File: config.mk
export PLATFORM = sky130hd
export DESIGN_NAME = unidade_controle_rodadas
export DESIGN_NICKNAME = d
export VERILOG_FILES = /design/src/rtl/lobinho_pkg.sv /design/src/rtl/contador_jogador.sv /design/src/rtl/unidade_controle_rodadas.sv
export SDC_FILE = /design/constraint.sdc
export NUM_CORES = 1
export LEC_CHECK = 0
export ABC_AREA = 1
export BUFFER_PORTS_ARGS = -buffer_cell sky130_fd_sc_hd__buf_2
export CORE_ASPECT_RATIO = 0.5
export CORE_MARGIN = 10
export CORE_UTILIZATION = 35
export CTS_BUF_LIST = sky130_fd_sc_hd__clkbuf_16
export DETAILED_ROUTE_END_ITERATION = 10
export PLACE_DENSITY_LB_ADDON = 0.1
export RECOVER_POWER = 100
export SETUP_SLACK_MARGIN = 0.3
export SLEW_MARGIN = 15
export SYNTH_ARGS = -nofsm -noshare
export SYNTH_HDL_FRONTEND = slang
export SYNTH_SLANG_ARGS = --single-unit
File: constraint.sdc
create_clock -name clock -period 2.1 [get_ports clock]
set_input_delay 0.42 -clock clock [delete_from_list [all_inputs] [get_ports clock]]
set_output_delay 0.42 -clock clock [all_outputs]
set_load 0.1 [all_outputs]
File: src/rtl/lobinho_pkg.sv
// Shared definitions for the werewolf game controller: state codes and default sizes.
package lobinho_pkg;

    localparam int unsigned NUM_JOGADORES_PADRAO = 8;
    localparam int unsigned W_RODADA_PADRAO      = 8;
    localparam int unsigned W_ESTADO             = 5;

    typedef enum logic [W_ESTADO-1:0] {
        INICIAL        = 5'd0,
        RESETA_TUDO    = 5'd1,
        PREPARA_JOGO   = 5'd2,
        ARMAZENA_JOGO  = 5'd3,
        PREPARA_NOITE  = 5'd4,
        BUSCA_NOITE    = 5'd5,
        TURNO_NOITE    = 5'd6,
        FIM_NOITE      = 5'd7,
        VERIFICA_NOITE = 5'd8,
        PREPARA_DIA    = 5'd9,
        BUSCA_DIA      = 5'd10,
        TURNO_DIA      = 5'd11,
        FIM_DIA        = 5'd12,
        VERIFICA_DIA   = 5'd13,
        FIM_JOGO       = 5'd14
    } estado_t;

endpackage

File: src/rtl/contador_jogador.sv
// Seat index counter; holds at the last seat instead of wrapping.
module contador_jogador
    import lobinho_pkg::*;
#(
    parameter int unsigned NUM_JOGADORES = NUM_JOGADORES_PADRAO,
    parameter int unsigned W_JOG         = $clog2(NUM_JOGADORES)
) (
    input  logic             clock,
    input  logic             reset_n,
    input  logic             zera,
    input  logic             inc,
    output logic [W_JOG-1:0] valor,
    output logic             fim
);

    localparam logic [W_JOG-1:0] ULTIMO = W_JOG'(NUM_JOGADORES - 1);

    always_ff @(posedge clock or negedge reset_n) begin
        if (!reset_n) begin
            valor <= '0;
        end else if (zera) begin
            valor <= '0;
        end else if (inc && !fim) begin
            valor <= valor + W_JOG'(1);
        end
    end

    assign fim = (valor == ULTIMO);

endmodule

File: src/rtl/unidade_controle_rodadas.sv
// Moore controller sequencing setup and alternating night/day turns over the alive seats.
module unidade_controle_rodadas
    import lobinho_pkg::*;
#(
    parameter int unsigned NUM_JOGADORES = NUM_JOGADORES_PADRAO,
    parameter int unsigned W_JOG         = $clog2(NUM_JOGADORES),
    parameter int unsigned W_RODADA      = W_RODADA_PADRAO
) (
    input  logic                     clock,
    input  logic                     reset_n,
    input  logic                     jogar,
    input  logic                     passa,
    input  logic [NUM_JOGADORES-1:0] vivo,
    input  logic                     fim_jogo,
    output logic                     rst_global,
    output logic                     zera_CS,
    output logic                     e_seed_reg,
    output logic                     e_acao_noite,
    output logic                     e_voto,
    output logic                     aplica_noite,
    output logic                     aplica_voto,
    output logic                     fase_dia,
    output logic [W_JOG-1:0]         jogador_atual,
    output logic [W_RODADA-1:0]      rodada,
    output logic [W_ESTADO-1:0]      db_estado
);

    localparam logic [W_RODADA-1:0] RODADA_MAX = '1;

    estado_t estado;
    estado_t estado_prox;
    logic    zera_jog;
    logic    inc_jog;
    logic    fim_jog;
    logic    vivo_atual;

    contador_jogador #(
        .NUM_JOGADORES(NUM_JOGADORES),
        .W_JOG        (W_JOG)
    ) u_contador (
        .clock  (clock),
        .reset_n(reset_n),
        .zera   (zera_jog),
        .inc    (inc_jog),
        .valor  (jogador_atual),
        .fim    (fim_jog)
    );

    assign vivo_atual = vivo[jogador_atual];

    always_ff @(posedge clock or negedge reset_n) begin
        if (!reset_n) begin
            estado <= INICIAL;
        end else begin
            estado <= estado_prox;
        end
    end

    // Next state plus seat counter control; dead seats are skipped one per cycle.
    always_comb begin
        estado_prox = estado;
        zera_jog    = 1'b0;
        inc_jog     = 1'b0;
        case (estado)
            INICIAL: begin
                zera_jog = 1'b1;
                if (jogar) estado_prox = RESETA_TUDO;
            end
            RESETA_TUDO: begin
                zera_jog    = 1'b1;
                estado_prox = PREPARA_JOGO;
            end
            PREPARA_JOGO:  if (passa) estado_prox = ARMAZENA_JOGO;
            ARMAZENA_JOGO: estado_prox = PREPARA_NOITE;
            PREPARA_NOITE: begin
                zera_jog    = 1'b1;
                estado_prox = BUSCA_NOITE;
            end
            BUSCA_NOITE: begin
                if (vivo_atual)   estado_prox = TURNO_NOITE;
                else if (fim_jog) estado_prox = FIM_NOITE;
                else              inc_jog     = 1'b1;
            end
            TURNO_NOITE: begin
                if (passa) begin
                    if (fim_jog) begin
                        estado_prox = FIM_NOITE;
                    end else begin
                        inc_jog     = 1'b1;
                        estado_prox = BUSCA_NOITE;
                    end
                end
            end
            FIM_NOITE:      estado_prox = VERIFICA_NOITE;
            VERIFICA_NOITE: estado_prox = fim_jogo ? FIM_JOGO : PREPARA_DIA;
            PREPARA_DIA: begin
                zera_jog    = 1'b1;
                estado_prox = BUSCA_DIA;
            end
            BUSCA_DIA: begin
                if (vivo_atual)   estado_prox = TURNO_DIA;
                else if (fim_jog) estado_prox = FIM_DIA;
                else              inc_jog     = 1'b1;
            end
            TURNO_DIA: begin
                if (passa) begin
                    if (fim_jog) begin
                        estado_prox = FIM_DIA;
                    end else begin
                        inc_jog     = 1'b1;
                        estado_prox = BUSCA_DIA;
                    end
                end
            end
            FIM_DIA:      estado_prox = VERIFICA_DIA;
            VERIFICA_DIA: estado_prox = fim_jogo ? FIM_JOGO : PREPARA_NOITE;
            FIM_JOGO:     if (jogar) estado_prox = RESETA_TUDO;
            default:      estado_prox = INICIAL;
        endcase
    end

    // Completed day phases; cleared as soon as a (re)start is taken.
    always_ff @(posedge clock or negedge reset_n) begin
        if (!reset_n) begin
            rodada <= '0;
        end else if (estado == INICIAL || estado_prox == RESETA_TUDO) begin
            rodada <= '0;
        end else if (estado == FIM_DIA && rodada != RODADA_MAX) begin
            rodada <= rodada + W_RODADA'(1);
        end
    end

    assign rst_global   = (estado == INICIAL) || (estado == RESETA_TUDO);
    assign zera_CS      = rst_global;
    assign e_seed_reg   = (estado == ARMAZENA_JOGO);
    assign e_acao_noite = (estado == TURNO_NOITE);
    assign e_voto       = (estado == TURNO_DIA);
    assign aplica_noite = (estado == FIM_NOITE);
    assign aplica_voto  = (estado == FIM_DIA);
    assign fase_dia     = (estado >= PREPARA_DIA) && (estado <= VERIFICA_DIA);
    assign db_estado    = estado;

endmodule

; Word-level counts from Yosys, hierarchy flattened
; Cells that the tools add are included.
[op_classes]
n_addsub = 2
n_lt_le_gt_ge = 3
eq_ne = 17
n_mux = 24
n_reduce_logical = 13
[op_table]
columns = op, n
row1 = case mux 5 bit (14 select lines), 1
row2 = 2-to-1 mux 5 bit, 8
row3 = "equality test 5 x 4 -> 1 bit, second input constant", 7
row4 = "equality test 5 x 3 -> 1 bit, second input constant", 4
row5 = 2-to-1 mux 8 bit, 2
row6 = 2-to-1 mux 3 bit, 4
row7 = "equality test 5 x 1 -> 1 bit, second input constant", 2
row8 = "equality test 5 x 2 -> 1 bit, second input constant", 2
row9 = "adder 8 x 1 -> 8 bit, second input constant", 1
row10 = "inequality test 8 bit, second input constant", 1
row11 = OR reduction 2 bit, 3
row12 = ">= comparator 5 x 4 -> 1 bit, second input constant", 1
row13 = "less-or-equal comparator 5 x 4 -> 1 bit, second input constant", 1
row14 = logical NOT 5 bit, 1
row15 = 2-to-1 mux 1 bit, 5
row16 = "< comparator 3 x 4 -> 1 bit, second input constant", 1
row17 = 2-to-1 mux 4 bit, 1
row18 = nonzero test 2 bit, 2
row19 = OR reduction 4 bit, 1
row20 = "adder 3 x 1 -> 3 bit, second input constant", 1
row21 = binary-select mux 1 bit (select 3 bit), 1
row22 = "equality test 3 bit, second input constant", 1
row23 = logical AND 1 bit, 3
row24 = logical OR 1 bit, 2
row25 = other kinds (3), 3
[word_totals]
reg_bits = 16
in_bits = 13
out_inout_bits = 24
wordCells = 62

; Depth between registers and ports, before layout
[logic_depth]
word_depth = 7
depth_mapped = 9
mapped_depth_nobuf = 9

; Cells and area by module
; A second synthesis with hierarchy kept.
[hier_totals]
cells_unflattened = 216
hier_area_um2 = 1393.8
[modules_own_cells]
columns = mod, n_inst, cells_each, area_per_inst_um2, seq_area_each_um2
row1 = unidade_controle_rodadas, 1, 196, 1218.7, 325.3
row2 = contador_jogador, 1, 20, 175.2, 75.1

; Worst setup path after synthesis
; Ideal clock, no wire load.
[synth_timing]
path_kind = reg2out
from = reg estado[4] (netlist: db_estado[4])
to = out zera_CS
arrival_ps = 3103
required_ps = 1680
path_slack_ps = -1423
stages_incl_launch_ff = 5
path_cell_list = dfrtp_1 nor2_1 nand2_1 nor2_1 buf_4
[synth_between]
elab_chain_cells = 2
word_cells_on_any_way = 3
[synth_rtl]
columns = element, line_no
row1 = "start, declared", unidade_controle_rodadas.sv:30  ; estado_t estado;
row2 = "start signal, assigned", unidade_controle_rodadas.sv:55  ; estado <= estado_prox;
row3 = equality test 5 x 1 -> 1 bit / logical NOT 5 bit (equally long branches), unidade_controle_rodadas.sv:133  ; assign rst_global = (estado == INICIAL) || (estado == RESETA_TUDO);
row4 = logical OR 1 bit *, unidade_controle_rodadas.sv:133
row5 = "end, declared", unidade_controle_rodadas.sv:16  ; output logic zera_CS,
; Mark *: on every way between the ends. The rest lies on a longest branch, timed or not.

; Worst setup path after layout
[layout_timing]
from = reg estado[4] (netlist: db_estado[4])
to = out e_seed_reg
[layout_between]
elab_chain_cells = 1
[layout_rtl]
columns = element, line_no
row1 = equality test 5 x 2 -> 1 bit, unidade_controle_rodadas.sv:135  ; assign e_seed_reg = (estado == ARMAZENA_JOGO);
row2 = "end, declared", unidade_controle_rodadas.sv:17  ; output logic e_seed_reg,
; Every way passes these cells.

==> parameters.txt <==
Parameter                              Value

Setup path
  R2R Path Start ... db_estado[4]
  Required time at the worst-slack endpoint ... around 1700 ps
  Setup slack, reg-to-reg ... ~270 ps
  Capture instance of the worst register-to-register path ... rodada[5]
  CP endpoint kind ... output port
  Cells on worst reg2reg path ... 10
  Worst setup path category ... flip-flop to output port
  Max Fanout on Critical Path ... 4
  Arrival time of the worst setup path ... 1470 ps
  Critical path launch point type ... flip-flop

Clock tree
  Clock-pin slew reported for the worst setup and hold paths after clock tree synthesis ... 50 ps
  Number of CTS-inserted buffers ... 3
  Clock sink total ... 16
  Count of H-tree levels built during CTS ... 1
  Clk_lat worst skew ... ~250 ps
  Hold buffers post-CTS ... 0
  Clock tree from TritonCTS ... yes
  Max Buffers Root-to-Sink ... 2
  Root Buffer ... sky130_fd_sc_hd__clkbuf_16

Floorplanning
  Die W ... 107 um
  Core Footprint ... 0.00353 mm^2
  Number of top-level design ports ... 37
  Number of placement rows ... 15
  Die area ... about 0.0068 mm^2
  Starting Density ... between 30 and 40%
  Die height ... between 60 and 70 um

Synth
  Top-area cell type share of the netlist area ... 30.2%
  Post-synthesis share of cell area spent on full adders, half adders and majority gates ... roughly 3.8%
  Netlist Area Pre-Place ... about 0.0013 mm^2
  Xor-xnor portion of the synthesized cell area ... roughly 2.0%
  Portion of the post-synthesis area used by sequential elements ... a little under a third
  Cell variety after synth ... 30
  Synth top area cells ... sky130_fd_sc_hd__dfrtp_1 (30%), sky130_fd_sc_hd__nand2_1 (16%), sky130_fd_sc_hd__nand3_1 (8.3%), sky130_fd_sc_hd__inv_1 (7.1%), sky130_fd_sc_hd__nor2_1 (5.4%)
  Synthesized-area fraction occupied by and/or/nand/nor cells ... between 40% and 50%
  Syn_area_per_cell ... around 6.7 um^2
  Area fraction in compound gates after synthesis ... 7.18%
  Main combinational cell family by area after synthesis ... simple AND/OR/NAND/NOR gates
  Yosys top cell by area ... sky130_fd_sc_hd__dfrtp_1
  Share of synthesized area spent on multiplexers ... 0%
  Post-synth net total ... 215
  Number of storage elements in the synthesis netlist ... 16
  Yosys Warn Count ... 0
  Post-Syn Instances ... between 150 and 200

Detailed routing
  Detailed Routing Iterations Pass 1 ... 4
  Wirelength, routed ... ~4000 um
  Detailed-route vias per instance ... approximately 4.8
  DR iter-0 viols ... 55
  Routed vias ... roughly 1.5k
  Post-detailed-route DRC marker count ... 0
  Routed length per placed instance ... roughly 13 um
  Antenna-violating nets left ... 0

Placed design
  Area after DPL ... around 0.0017 mm^2
  Half-perimeter wire length after detailed placement ... 3190 um
  Buffers added on ports ... 36
  Placer Congestion ... approximately 0.94

Status
  Run status ... complete, no violations

Timing
  Max-Slew Margin vs Limit ... approximately 43%
  Worst clock skew on the final layout ... about 5.6 ps
  Final period util ... 90.1%
  Final critical-path required period ... 1890 ps
  Number of max-slew violations in the final report ... 0
  Tightest Pin Transition ... 861 ps
  Final setup violation count ... 0
  F_max ... about 530 MHz
  Setup repair after global routing missed its margin ... yes
  Final hold vios ... 0
  Post-Route Setup TNS ... 0 ps

Pwr
  Power consumption ... approximately 0.0016 W
  LEAKAGE ... approximately 1 nW
  Peak ir drop on the vdd network ... 415 uV
  Pwr/cell area ... 816 mW/mm^2

Cells and area
  Final standard cell area without fillers ... 0.00196 mm^2
  Commonest cells after routing, fill and taps aside ... sky130_fd_sc_hd__nand2_1 (54), sky130_fd_sc_hd__inv_1 (23), sky130_fd_sc_hd__nand3_1 (20)
  Final net count ... between 200 and 300
  # diodes ... 0
  Commonest non-fill, non-tap cell in the layout ... sky130_fd_sc_hd__nand2_1
  Fraction of final layout cells with drive strength greater than 1 ... around 39%
  Growth of design area from synthesis to finish ... 48.4%

GRT
  Largest net degree at the start of global routing ... 17
  Overall routing resource usage ... between 10% and 20%
  Number of global-route vias before repair ... 1473
  Global-route wire length before repair ... around 6700 um
  Number of antenna violations at the first check in global routing ... 0
  Final global-route overflow total ... 0

Min path
  Worst min path class ... input pin to async pin

Flow run
  Max Cap Violations ... 0
-- synth_stat cells --
| library cell | number |
|---|---|
| sky130_fd_sc_hd__xor2_1 | 2 |
| sky130_fd_sc_hd__inv_1 | 25 |
| sky130_fd_sc_hd__nor2_2 | 3 |
| sky130_fd_sc_hd__buf_4 | 1 |
| sky130_fd_sc_hd__nor3_4 | 1 |
| sky130_fd_sc_hd__nor2_4 | 4 |
| sky130_fd_sc_hd__o2111a_1 | 1 |
| sky130_fd_sc_hd__nor4_1 | 1 |
| sky130_fd_sc_hd__nand3_1 | 22 |
| sky130_fd_sc_hd__xnor2_1 | 1 |
| sky130_fd_sc_hd__nor3_1 | 3 |
| sky130_fd_sc_hd__o31ai_1 | 1 |
| sky130_fd_sc_hd__dfrtp_1 | 16 |
| sky130_fd_sc_hd__a21oi_1 | 2 |
| sky130_fd_sc_hd__a21boi_4 | 1 |
| sky130_fd_sc_hd__clkinv_1 | 1 |
| sky130_fd_sc_hd__nand2_1 | 55 |
| sky130_fd_sc_hd__o211ai_1 | 1 |
| sky130_fd_sc_hd__inv_2 | 6 |
| sky130_fd_sc_hd__o21ai_0 | 5 |
| sky130_fd_sc_hd__or2_2 | 2 |
| sky130_fd_sc_hd__nand3_2 | 1 |
| sky130_fd_sc_hd__nor2_1 | 19 |
| sky130_fd_sc_hd__o21ai_1 | 3 |
| sky130_fd_sc_hd__ha_1 | 4 |
| sky130_fd_sc_hd__nor3_2 | 1 |
| sky130_fd_sc_hd__nand2_4 | 1 |
| sky130_fd_sc_hd__nand2_2 | 3 |
| sky130_fd_sc_hd__conb_1 | 1 |
| sky130_fd_sc_hd__nand4_1 | 11 |
-- metal layers --
metal  global-route usage [%]  routed length, um
met1                     14.3               1830
met2                     19.3               1840
met3                     3.96                273
met4                     4.03                 62
met5                        0                  0
-- sequential cells by signal, summed over array words and instances (netlist names) --
register          flops
db_estado             5
rodada                8
u_contador.valor      3
-- cell families after synthesis --
family	count (synthesis)
fa+ha+maj	4
compound gates	14
buf+inv	33
other cells	1
xor+xnor	3
simple gates	127
flops	16
-- worst max-delay path by stage --
| stage | startpoint | endpoint | slack, ps |
|---|---|---|---|
| 3_3_place_gp | u_contador.valor[0] | u_contador.valor[0] | 330 |
| 2_1_floorplan | db_estado[1] | rodada[5] | -230 |
| 5_1_grt | db_estado[4] | rodada[2] | 120 |
| 6_report | db_estado[4] | e_seed_reg | 210 |
| 3_5_place_dp | u_contador.valor[0] | u_contador.valor[0] | 280 |
| 4_1_cts | db_estado[0] | aplica_voto | 220 |
-- worst max-delay path: stages, from the launching register on --
cell and delay, ps:
sky130_fd_sc_hd__dfrtp_4 520, sky130_fd_sc_hd__nor2_4 180, sky130_fd_sc_hd__nand3_2 130, sky130_fd_sc_hd__clkinvlp_4 70
sky130_fd_sc_hd__clkbuf_4 310
-- final cells by class --
cell class | instances | area (um^2)
Clock inverter | 1 | 3.75
Timing Repair Buffer | 54 | 388
Tap cell | 51 | 63.8
Sequential cell | 16 | 425
Multi-Input combinational cell | 149 | 872
Clock buffer | 3 | 75.1
Fill cell | 362 | 1560
Inverter | 32 | 136
-- stage by stage --
stage          instances  hold WS (ps)  utilization, %  setup slack [ps]
3_5_place_dp         284           359            49.3               283
3_3_place_gp         284           361            49.3               329
2_1_floorplan        198           124               -              -227
5_1_grt              306           347            55.7               121
4_1_cts              299          92.0            55.0               218
6_report             306           256            55.7               208
-- what timing repair did --
action,in CTS,in global routing
endpoints found under the setup margin,11,10
resized for setup,12,11
hold endpoints to repair,0,0
buffers inserted,11,7
pin swaps,5,7
-- where the power goes --
| part | internal, W | switching, W |
|---|---|---|
| registers | 0.000342 | 0.0000578 |
| clock network | 0.000253 | 0.000128 |
| logic | 0.000255 | 0.000567 |
| total | 0.000851 | 0.000753 |
(Power assumes the default switching activity.)
